$ cat config.mk
export PLATFORM = sky130hd
export DESIGN_NAME = stage_dispatcher
export DESIGN_NICKNAME = d
export VERILOG_FILES = /design/src/rtl/stage_dispatcher.sv
export SDC_FILE = /design/constraint.sdc
export NUM_CORES = 1
export LEC_CHECK = 0
export ABC_AREA = 1
export CELL_PAD_IN_SITES_DETAIL_PLACEMENT = 0
export CELL_PAD_IN_SITES_GLOBAL_PLACEMENT = 1
export CORE_MARGIN = 8
export CORE_UTILIZATION = 42
export DETAILED_ROUTE_END_ITERATION = 8
export PLACE_DENSITY_LB_ADDON = 0.1
export SETUP_SLACK_MARGIN = 0.3
export SYNTH_ARGS = -nofsm -noshare
export SYNTH_HDL_FRONTEND = slang
export SYNTH_SLANG_ARGS = --single-unit
$ cat constraint.sdc
create_clock -name clk -period 2.6 [get_ports clk]
set_clock_uncertainty 0.2 [all_clocks]
set_input_delay 0.39 -clock clk [delete_from_list [all_inputs] [get_ports clk]]
set_output_delay 0.39 -clock clk [all_outputs]
set_load 0.05 [all_outputs]
$ cat src/rtl/stage_dispatcher.sv
// stage_dispatcher: turns master state changes into one-cycle engine
// starts and returns exactly one done pulse per completed stage.
//
// Ports:
//   clk, reset                 clock, async active-high reset
//   state                      master state (1..11 stage, else idle)
//   eng_*_done                 engine completion pulses (conv/avg/fc/judge)
//   *_start                    one-cycle engine starts
//   layer_sel, conv_sub        layer index and x_1/x_2 conv select
//   Conv/Avg/FC/Judge_done     one-cycle dones back to the master
//   busy                       high while launching, waiting or reporting
//   timeout_err                sticky watchdog flag
module stage_dispatcher #(
    parameter int STATE_DATAWIDTH = 4,
    parameter int TIMEOUT_WIDTH   = 16,
    parameter int TIMEOUT_CYCLES  = 50000
) (
    input  logic                       clk,
    input  logic                       reset,
    input  logic [STATE_DATAWIDTH-1:0] state,
    input  logic                       eng_conv_done,
    input  logic                       eng_avg_done,
    input  logic                       eng_fc_done,
    input  logic                       eng_judge_done,
    output logic                       conv_start,
    output logic                       avg_start,
    output logic                       fc_start,
    output logic                       judge_start,
    output logic [1:0]                 layer_sel,
    output logic                       conv_sub,
    output logic                       Conv_done,
    output logic                       Avg_done,
    output logic                       FC_done,
    output logic                       Judge_done,
    output logic                       busy,
    output logic                       timeout_err
);

    localparam logic [2:0] D_IDLE   = 3'd0;
    localparam logic [2:0] D_LAUNCH = 3'd1;
    localparam logic [2:0] D_WAIT   = 3'd2;
    localparam logic [2:0] D_REPORT = 3'd3;
    localparam logic [2:0] D_HOLD   = 3'd4;

    localparam logic [1:0] K_CONV  = 2'd0;
    localparam logic [1:0] K_AVG   = 2'd1;
    localparam logic [1:0] K_FC    = 2'd2;
    localparam logic [1:0] K_JUDGE = 2'd3;

    localparam logic [TIMEOUT_WIDTH-1:0] T_LAST =
        TIMEOUT_WIDTH'(TIMEOUT_CYCLES - 1);

    logic [2:0]                 fsm;
    logic [2:0]                 fsm_nx;
    logic [STATE_DATAWIDTH-1:0] state_q;
    logic [TIMEOUT_WIDTH-1:0]   timer;
    logic [1:0]                 tgt_kind;
    logic [31:0]                code;
    logic [5:0]                 dec;
    logic                       dec_stage;
    logic [1:0]                 dec_kind;
    logic [1:0]                 dec_layer;
    logic                       dec_sub;
    logic                       change;
    logic                       hit;
    logic                       timed_out;
    logic                       launch;
    logic                       report;

    assign code   = 32'(state);
    assign change = (state != state_q);

    // dec = {stage, kind, layer, sub}
    always_comb begin
        dec = 6'b0_00_00_0;
        unique case (code)
            32'd1:   dec = 6'b1_00_00_0;
            32'd2:   dec = 6'b1_00_00_1;
            32'd3:   dec = 6'b1_01_00_0;
            32'd4:   dec = 6'b1_00_01_0;
            32'd5:   dec = 6'b1_00_01_1;
            32'd6:   dec = 6'b1_01_01_0;
            32'd7:   dec = 6'b1_00_10_0;
            32'd8:   dec = 6'b1_00_10_1;
            32'd9:   dec = 6'b1_01_10_0;
            32'd10:  dec = 6'b1_10_00_0;
            32'd11:  dec = 6'b1_11_00_0;
            default: dec = 6'b0_00_00_0;
        endcase
    end

    assign {dec_stage, dec_kind, dec_layer, dec_sub} = dec;

    // Only the engine matching the launched stage may complete it.
    always_comb begin
        hit = 1'b0;
        unique case (tgt_kind)
            K_CONV:  hit = eng_conv_done;
            K_AVG:   hit = eng_avg_done;
            K_FC:    hit = eng_fc_done;
            K_JUDGE: hit = eng_judge_done;
            default: hit = 1'b0;
        endcase
    end

    // A master change in WAIT outranks an engine done arriving in
    // the same cycle: the stale stage is dropped without a done.
    always_comb begin
        fsm_nx    = fsm;
        timed_out = 1'b0;
        unique case (fsm)
            D_IDLE, D_HOLD: begin
                if (change)
                    fsm_nx = dec_stage ? D_LAUNCH : D_IDLE;
            end
            D_LAUNCH: fsm_nx = D_WAIT;
            D_WAIT: begin
                if (change) begin
                    fsm_nx = dec_stage ? D_LAUNCH : D_IDLE;
                end else if (hit) begin
                    fsm_nx = D_REPORT;
                end else if (timer == T_LAST) begin
                    fsm_nx    = D_HOLD;
                    timed_out = 1'b1;
                end
            end
            D_REPORT: fsm_nx = D_HOLD;
            default:  fsm_nx = D_IDLE;
        endcase
    end

    always_ff @(posedge clk or posedge reset) begin
        if (reset) begin
            fsm         <= D_IDLE;
            state_q     <= '0;
            timer       <= '0;
            tgt_kind    <= K_CONV;
            layer_sel   <= 2'd0;
            conv_sub    <= 1'b0;
            timeout_err <= 1'b0;
        end else begin
            fsm     <= fsm_nx;
            state_q <= state;
            if (fsm_nx == D_LAUNCH) begin
                tgt_kind  <= dec_kind;
                layer_sel <= dec_layer;
                conv_sub  <= dec_sub;
            end
            // Counts WAIT cycles; anything else (launch, abort) clears.
            if (fsm == D_WAIT && !change)
                timer <= timer + 1'b1;
            else
                timer <= '0;
            if (timed_out)
                timeout_err <= 1'b1;
        end
    end

    assign launch = (fsm == D_LAUNCH);
    assign report = (fsm == D_REPORT);

    assign conv_start  = launch && (tgt_kind == K_CONV);
    assign avg_start   = launch && (tgt_kind == K_AVG);
    assign fc_start    = launch && (tgt_kind == K_FC);
    assign judge_start = launch && (tgt_kind == K_JUDGE);

    assign Conv_done  = report && (tgt_kind == K_CONV);
    assign Avg_done   = report && (tgt_kind == K_AVG);
    assign FC_done    = report && (tgt_kind == K_FC);
    assign Judge_done = report && (tgt_kind == K_JUDGE);

    assign busy = launch || report || (fsm == D_WAIT);

endmodule

Yosys cells after proc, flatten, opt, wreduce, memory -nomap -nowiden. Memories as Yosys holds them, arrays and structs flattened. Cells that the tools add are included.

RAM bits: 0. Latch bits: 0. Bits in read-only memories: 96. Logic and storage cells: 46. Register bits after elaboration: 29. Memories kept: 1. Bits of input ports: 10. Output and inout port bits: 13.

Memories: (no name shown) (words 16, width 6, read ports 1, clocked after memory_dff 0, write ports 0, RTL line 76) `unique case (code)`.

Bitwise gates (word level): 0. Shift-type cells: 0. Eq/ne operators: 10. Muxes and demuxes: 12. Magnitude comparators: 0. Reductions and logical operators: 15. Divide/modulo/power cells: 0. $mul: 0. Add/sub/neg operators: 1.

Operator list (count): 16-bit by 1-bit adder with 16-bit output (second input constant) (1); 16-bit equality test (second input constant) (1); 16-bit two-way mux (1); 3-bit two-way mux (4); 3-bit case mux with 4 select lines (1); 1-bit logical AND (9); 3-bit by 1-bit equality test with 1-bit output (second input constant) (2); 3-bit by 2-bit equality test with 1-bit output (second input constant) (2); 1-bit two-way mux (5); 2-bit equality test (second input constant) (2); 4-bit != test (1); 1-bit case mux with 4 select lines (1); 3-bit equality test (second input constant) (1); 3-bit logical NOT (1); 2-bit by 1-bit equality test with 1-bit output (second input constant) (1); 2-bit logical NOT (1); 1-bit logical OR (2); 2-bit OR reduction (1); 1-bit logical NOT (1).

Depth between registers and ports, before layout. Gate-level depths: netlist of run 1.

Depth after elaboration: 6. Depth in mapped cells: 9. Depth with buffers taken out: 9.

Worst setup path before layout of run 1. OpenSTA, ideal clock, no wires.

Path kind: reg-to-output. From: register fsm[2]. To: output port avg_start. Buffers on the path: 0. Data required time: 2.010 ns. Arrival: 1.330 ns. Cell stages (with the launch flop): 4. Slack: 0.680 ns. Cells stage by stage: dfrtp_1 > inv_1 > nand3_1 > nor2_1.

Longest elaborated chain between the ends: 2.

RTL lines: from (decl) (RTL line 53) `logic [2:0] fsm;`; from (signal assigned) (RTL line 142) `fsm <= fsm_nx;`; 3-bit by 1-bit equality test with 1-bit output (RTL line 159) `assign launch = (fsm == D_LAUNCH);`; 1-bit logical AND (RTL line 163) `assign avg_start = launch && (tgt_kind == K_AVG);`; to (decl) (RTL line 26) `output logic avg_start,`.

No other way between the ends.

Worst setup path in the final report of run 1.
From: register layer_sel[1]. To: output port layer_sel[1].

RTL lines: from (decl) (RTL line 29) `output logic [1:0] layer_sel,`; from (signal assigned) (RTL line 146) `layer_sel <= dec_layer;`.

No word-level cell between the ends.

==> results of run 1 <==
## kinds of logic (layout without fill, tap and decap cells)
family	after synthesis	count (layout)	synth area share (%)
flops	29	29	43.4
xor+xnor	10	10	5.24
buf+inv	31	61	7.42
fa+ha+maj	1	1	0.749
simple gates	144	144	39.9
compound gates	10	10	3.30
## layout make-up
cell class | instances | area [µm²]
Clock buffer | 8 | 80.1
Fill cell | 421 | 1910
Multi-Input combinational cell | 165 | 821
Tap cell | 50 | 62.6
Timing Repair Buffer | 23 | 201
Inverter | 30 | 113
Sequential cell | 29 | 726
## sequential cells by signal, summed over array words and instances (netlist names)
register / cells
state_q: 4
conv_sub: 1
tgt_kind: 2
layer_sel: 2
fsm: 3
timer: 16
timeout_err: 1
## repair_timing
| action | in CTS | in global routing |
|---|---|---|
| gates resized for setup | 3 | 4 |
| gates cloned | 0 | 0 |
| endpoints found under the hold margin | 0 | 0 |
| setup endpoints to repair | 3 | 2 |
## cell usage after synthesis
master    count
a21oi_1       5
buf_6         1
dfrtp_1      29
ha_1          1
inv_1        27
inv_2         3
nand2_1      57
nand2_2       1
nand2_4       1
nand3_1      19
nand3_2       3
nand4_1       6
nor2_1       36
nor2_2        9
nor2_4        1
nor3_1        9
nor3_4        1
nor3b_1       1
o21ai_0       2
o21bai_1      1
o22ai_1       2
xnor2_1       4
xor2_1        6
## where the power goes
part / switching, mW / internal (mW) / total, mW
clock: 0.170 / 0.190 / 0.360
combinational: 0.206 / 0.0872 / 0.293
sequential: 0.0319 / 0.481 / 0.512
total: 0.407 / 0.758 / 1.17
## worst paths after layout
path	start	end	slack, ps	cells past startpoint
max in group asynchronous	reset	tgt_kind[0]	1630	3
worst min-delay path	timeout_err	timeout_err	270	1
worst min register to register	timeout_err	timeout_err	270	1
min in group asynchronous	reset	timer[15]	290	3
worst max register to register	timer[0]	timer[14]	810	6
worst max-delay path	layer_sel[1]	layer_sel[1]	560	1
## per-stage QoR
| stage | setup slack [ps] | total power [mW] | util [%] | hold WS, ps | instance area (µm²) |
|---|---|---|---|---|---|
| global placement | 371 | 0.826 | 49.4 | 259 | 1930 |
| floorplan | 680 | 0.727 | - | 221 | 1670 |
| CTS | 321 | 1.18 | 51.4 | 280 | 2010 |
| finish | 557 | 1.17 | 51.2 | 274 | 2000 |
| detailed placement | 364 | 0.826 | 49.4 | 262 | 1930 |
| global route | 480 | 1.23 | 51.2 | 299 | 2000 |
## metal layers
metal | GRT usage [%] | wire length (µm) | vias to the layer above
met5 | 0 | 0 | -
met4 | 4.44 | 32 | 0
met3 | 4.97 | 192 | 4
met2 | 18.7 | 1650 | 33
met1 | 15.3 | 1760 | 656
li1 | - | - | 768
==> results.json, run 1 <==
{
  "finalSetupViolCount": 0,
  "rsz0062_at_grt": "false",
  "finalNetCount": 265,
  "syn_area_um2": 1670,
  "synth.area.top_cells": "dfrtp_1 43%, nand2_1 13%, nor2_1 8.1%",
  "cp_top_family": "buffers and inverters",
  "finalHoldViolations": 0,
  "timing.fmax_mhz": 489,
  "grt_pass1_vias": 1375,
  "ys_seq_elements": 29,
  "ys_seq_area_share_pct": 43.4,
  "vias_per_cell": 4.79,
  "setup_tns_ps": 0,
  "pin_count": 23,
  "dieWidth_um": 79.1,
  "worstMarginPinSlew_ps": 505,
  "outcome": "finished clean",
  "vdd_ir_drop_max_mv": 0.303,
  "yosys_warnings": 0,
  "crit_arrival_ps": 1450,
  "antenna_found_initial": 0,
  "clkSinkCount": 29,
  "crit_chain": "clkdlybuf4s50_1",
  "die-height_um": 79.1,
  "gp_routability_congestion": 0.791,
  "clk_pin_slew_worst_paths_ps": 60,
  "yosys.area.top_type_share_pct": 43.4,
  "required_ps": 2010,
  "leakage_nw": 0.922,
  "post-cts-setup-buffers": 0,
  "drc": 0,
  "dp.cells": 297,
  "cap_violations": 0,
  "holdCritPathClass": "reg2reg",
  "start_util_pct": 42.7,
  "die_area_um2": 6250,
  "dr.pass1.iters": 5,
  "grt-ovfl-total": 0,
  "avgRoutedWirePerCell_um": 11.9,
  "p_per_area_nw_per_um2": 582,
  "end_kind": "output pin",
  "max-slew-margin-rel_pct": 66.2,
  "clock_path_buffers": 2,
  "syn_to_final_growth_pct": 19.9,
  "finalCritPeriodShare_pct": 78.6,
  "synth_area_leader_cell": "dfrtp_1",
  "place_hpwl_um": 2710,
  "rows": 23,
  "cp_num_buf_inv": 1,
  "synth_fp_nets": 236,
  "numCtsBuffers": 5,
  "cp_max_fo": 2,
  "stdcell_count": 305,
  "final_cell_mix": "57 x nand2_1, 36 x nor2_1, 29 x dfrtp_1",
  "synthCells": 225,
  "drive_gt1_share_pct": 12.9,
  "grt_max_degree": 30,
  "io_buffers": 22,
  "path_class": "reg2out",
  "crit_slowest_cell": "clkdlybuf4s50_1",
  "clkLatencyLatePin_ps": 280,
  "final_common_cell": "nand2_1",
  "grt_use_total_pct": 12.3,
  "cts_hold_buf": 0,
  "cts_htree_levels": 2,
  "cp-start-kind": "register",
  "cts_tree": "built",
  "core_um2": 3910,
  "min_period_ps": 2040,
  "cpPeakStageDelay_ps": 820,
  "grt_pass1_wl_um": 6220,
  "cts_root_buf": "clkbuf_8",
  "final-max-slew-violation-count": 0,
  "drt-total-wl_um": 3630,
  "drtIter0Drc": 72,
  "ys_types": 23,
  "n_antenna_cell": 0,
  "num_vias": 1461,
  "ant_nets": 0,
  "syn_area_per_cell_um2": 7.42
}
No activity file was read; power rests on OpenSTA's default activity.
==> inputs of run 2 (changes only) <==
--- a/config.mk
+++ b/config.mk
@@ -9,7 +9,7 @@
 export CELL_PAD_IN_SITES_DETAIL_PLACEMENT = 0
 export CELL_PAD_IN_SITES_GLOBAL_PLACEMENT = 1
 export CORE_MARGIN = 8
-export CORE_UTILIZATION = 42
+export CORE_UTILIZATION = 35
 export DETAILED_ROUTE_END_ITERATION = 8
 export PLACE_DENSITY_LB_ADDON = 0.1
 export SETUP_SLACK_MARGIN = 0.3
==> constraint.sdc (replaced) <==
create_clock -name clk -period 1.8 [get_ports clk]
set_clock_uncertainty 0.2 [all_clocks]
set_input_delay 0.27 -clock clk [delete_from_list [all_inputs] [get_ports clk]]
set_output_delay 0.27 -clock clk [all_outputs]
set_load 0.05 [all_outputs]
==> run 2 against run 1 <==
Combinational power up 140%. Critical path depth up 3. Cell count up 10%.
==> results.json, run 2 (synthesized netlist as in run 1, its figures left out) <==
{
  "grt_pass1_vias": 1620,
  "finalCritPeriodShare_pct": 93.6,
  "reg2reg_depth": 9,
  "cp-start-kind": "register",
  "io_buffers": 22,
  "dp.cells": 315,
  "clkSinkCount": 29,
  "regMostFlops": "timer",
  "met1Wirelength_um": 1810,
  "n_antenna_cell": 0,
  "drc": 0,
  "clkLatencyLatePin_ps": 280,
  "rrSetupSlack_ps": 210,
  "leakage_nw": 1.13,
  "syn_to_final_growth_pct": 57.4,
  "pin_count": 23,
  "vias_per_cell": 4.74,
  "numCtsBuffers": 5,
  "cts_root_buf": "clkbuf_8",
  "finalHoldViolations": 0,
  "min_to": "state_q[1]",
  "dieWidth_um": 85.1,
  "avgRoutedWirePerCell_um": 12.6,
  "timing.rr.start": "timer[1]",
  "final_cell_mix": "50 x nand2_1, 27 x buf_4, 24 x inv_1, 24 x dfrtp_1, 22 x nor2_1",
  "largest_register_ffs": 16,
  "cts_htree_levels": 2,
  "rows": 25,
  "grt_use_total_pct": 12.5,
  "final-max-slew-violation-count": 0,
  "clk_pin_slew_worst_paths_ps": 60,
  "die_area_um2": 7240,
  "final_common_cell": "nand2_1",
  "max-slew-margin-rel_pct": 74.9,
  "cts_hold_buf": 0,
  "vdd_ir_drop_max_mv": 0.451,
  "worst_slack_ps": 116,
  "required_ps": 1330,
  "min_path_cells": 1,
  "hold_start": "state[1]",
  "cp_max_fo": 5,
  "gp_routability_congestion": 0.833,
  "min_period_ps": 1680,
  "reg2reg_to": "timer[10]",
  "met2_length_um": 2140,
  "die-height_um": 85.1,
  "ant_nets": 0,
  "finalNetCount": 293,
  "drt-total-wl_um": 4250,
  "end_kind": "output pin",
  "drive_gt1_share_pct": 38.2,
  "path_class": "reg2out",
  "dp_slack_ps": -109,
  "grt_max_degree": 30,
  "largestRegisters": "timer x16, state_q x4, fsm x3",
  "drtIter0Drc": 59,
  "timing.fmax_mhz": 594,
  "wl_met3_um": 214,
  "holdCritPathClass": "in2reg",
  "clock_path_buffers": 2,
  "rsz0062_at_grt": "true",
  "dr.pass1.iters": 4,
  "worstMarginPinSlew_ps": 377,
  "crit_arrival_ps": 1210,
  "grt_pass1_wl_um": 7220,
  "start_util_pct": 35.8,
  "outcome": "finished clean",
  "stdcell_count": 337,
  "cap_violations": 0,
  "routed.top_layer": "met4",
  "p_per_area_nw_per_um2": 761,
  "antenna_found_initial": 0,
  "grt-ovfl-total": 0,
  "core_um2": 4660,
  "finalSetupViolCount": 0,
  "num_vias": 1599,
  "place_hpwl_um": 3020,
  "cts_tree": "built"
}
run 2: metrics by stage:
stage / area (µm²) / power, mW / hold slack [ps] / TNS, ps / util [%]
3_5_place_dp: 2260 / 1.38 / 261 / -1350 / 48.5
5_1_grt: 2630 / 2.11 / 123 / 0 / 56.4
2_1_floorplan: 1790 / 1.13 / 101 / 0 / -
6_report: 2630 / 2.00 / 117 / 0 / 56.4
3_3_place_gp: 2260 / 1.38 / 263 / -759 / 48.5
4_1_cts: 2490 / 2.02 / 107 / 0 / 53.4
run 2: critical path, stage by stage (launching register included):
cell     delay [ps]
dfrtp_2         450
inv_4            70
nand3_4         130
nor2_4          140
buf_12          140
run 2: area by class of cell:
| type | count | area (µm²) |
|---|---|---|
| well taps | 54 | 67.6 |
| repair buffers | 50 | 524 |
| multi-input cells | 166 | 1090 |
| inverters | 30 | 120 |
| fillers | 428 | 2030 |
| clock buffers | 8 | 90.1 |
| flip-flops and latches | 29 | 732 |
run 2: worst max-delay path by stage:
| stage | startpoint | endpoint | slack [ps] | depth (start not counted) |
|---|---|---|---|---|
| after detailed placement | state[2] | timer[1] | -110 | 7 |
| after CTS | fsm[1] | conv_start | 80 | 4 |
| after global routing | fsm[1] | avg_start | 40 | 4 |
| after global placement | state[2] | timer[15] | -60 | 7 |
| after floorplan | fsm[2] | avg_start | 290 | 3 |
| final | fsm[1] | conv_start | 120 | 4 |
run 2: timing repair:
item | 4_1_cts | 5_1_grt
setup endpoints to repair | 33 | 34
gates cloned | 1 | 0
pin swaps | 18 | 11
resized for setup | 27 | 26
buffers inserted | 8 | 5
run 2: power by group:
| part | switching [mW] | total (mW) | internal, mW | leakage, nW |
|---|---|---|---|---|
| combinational | 0.421 | 0.715 | 0.293 | 0.704 |
| sequential | 0.0408 | 0.738 | 0.697 | 0.381 |
| clock | 0.238 | 0.549 | 0.311 | 0.0455 |
run 2: per-layer routing:
layer  vias to the layer above  track usage (%)
li1                        823                -
met1                       740             14.3
met2                        28             20.7
met3                         8             4.34
met4                         0             5.50
met5                         -                0
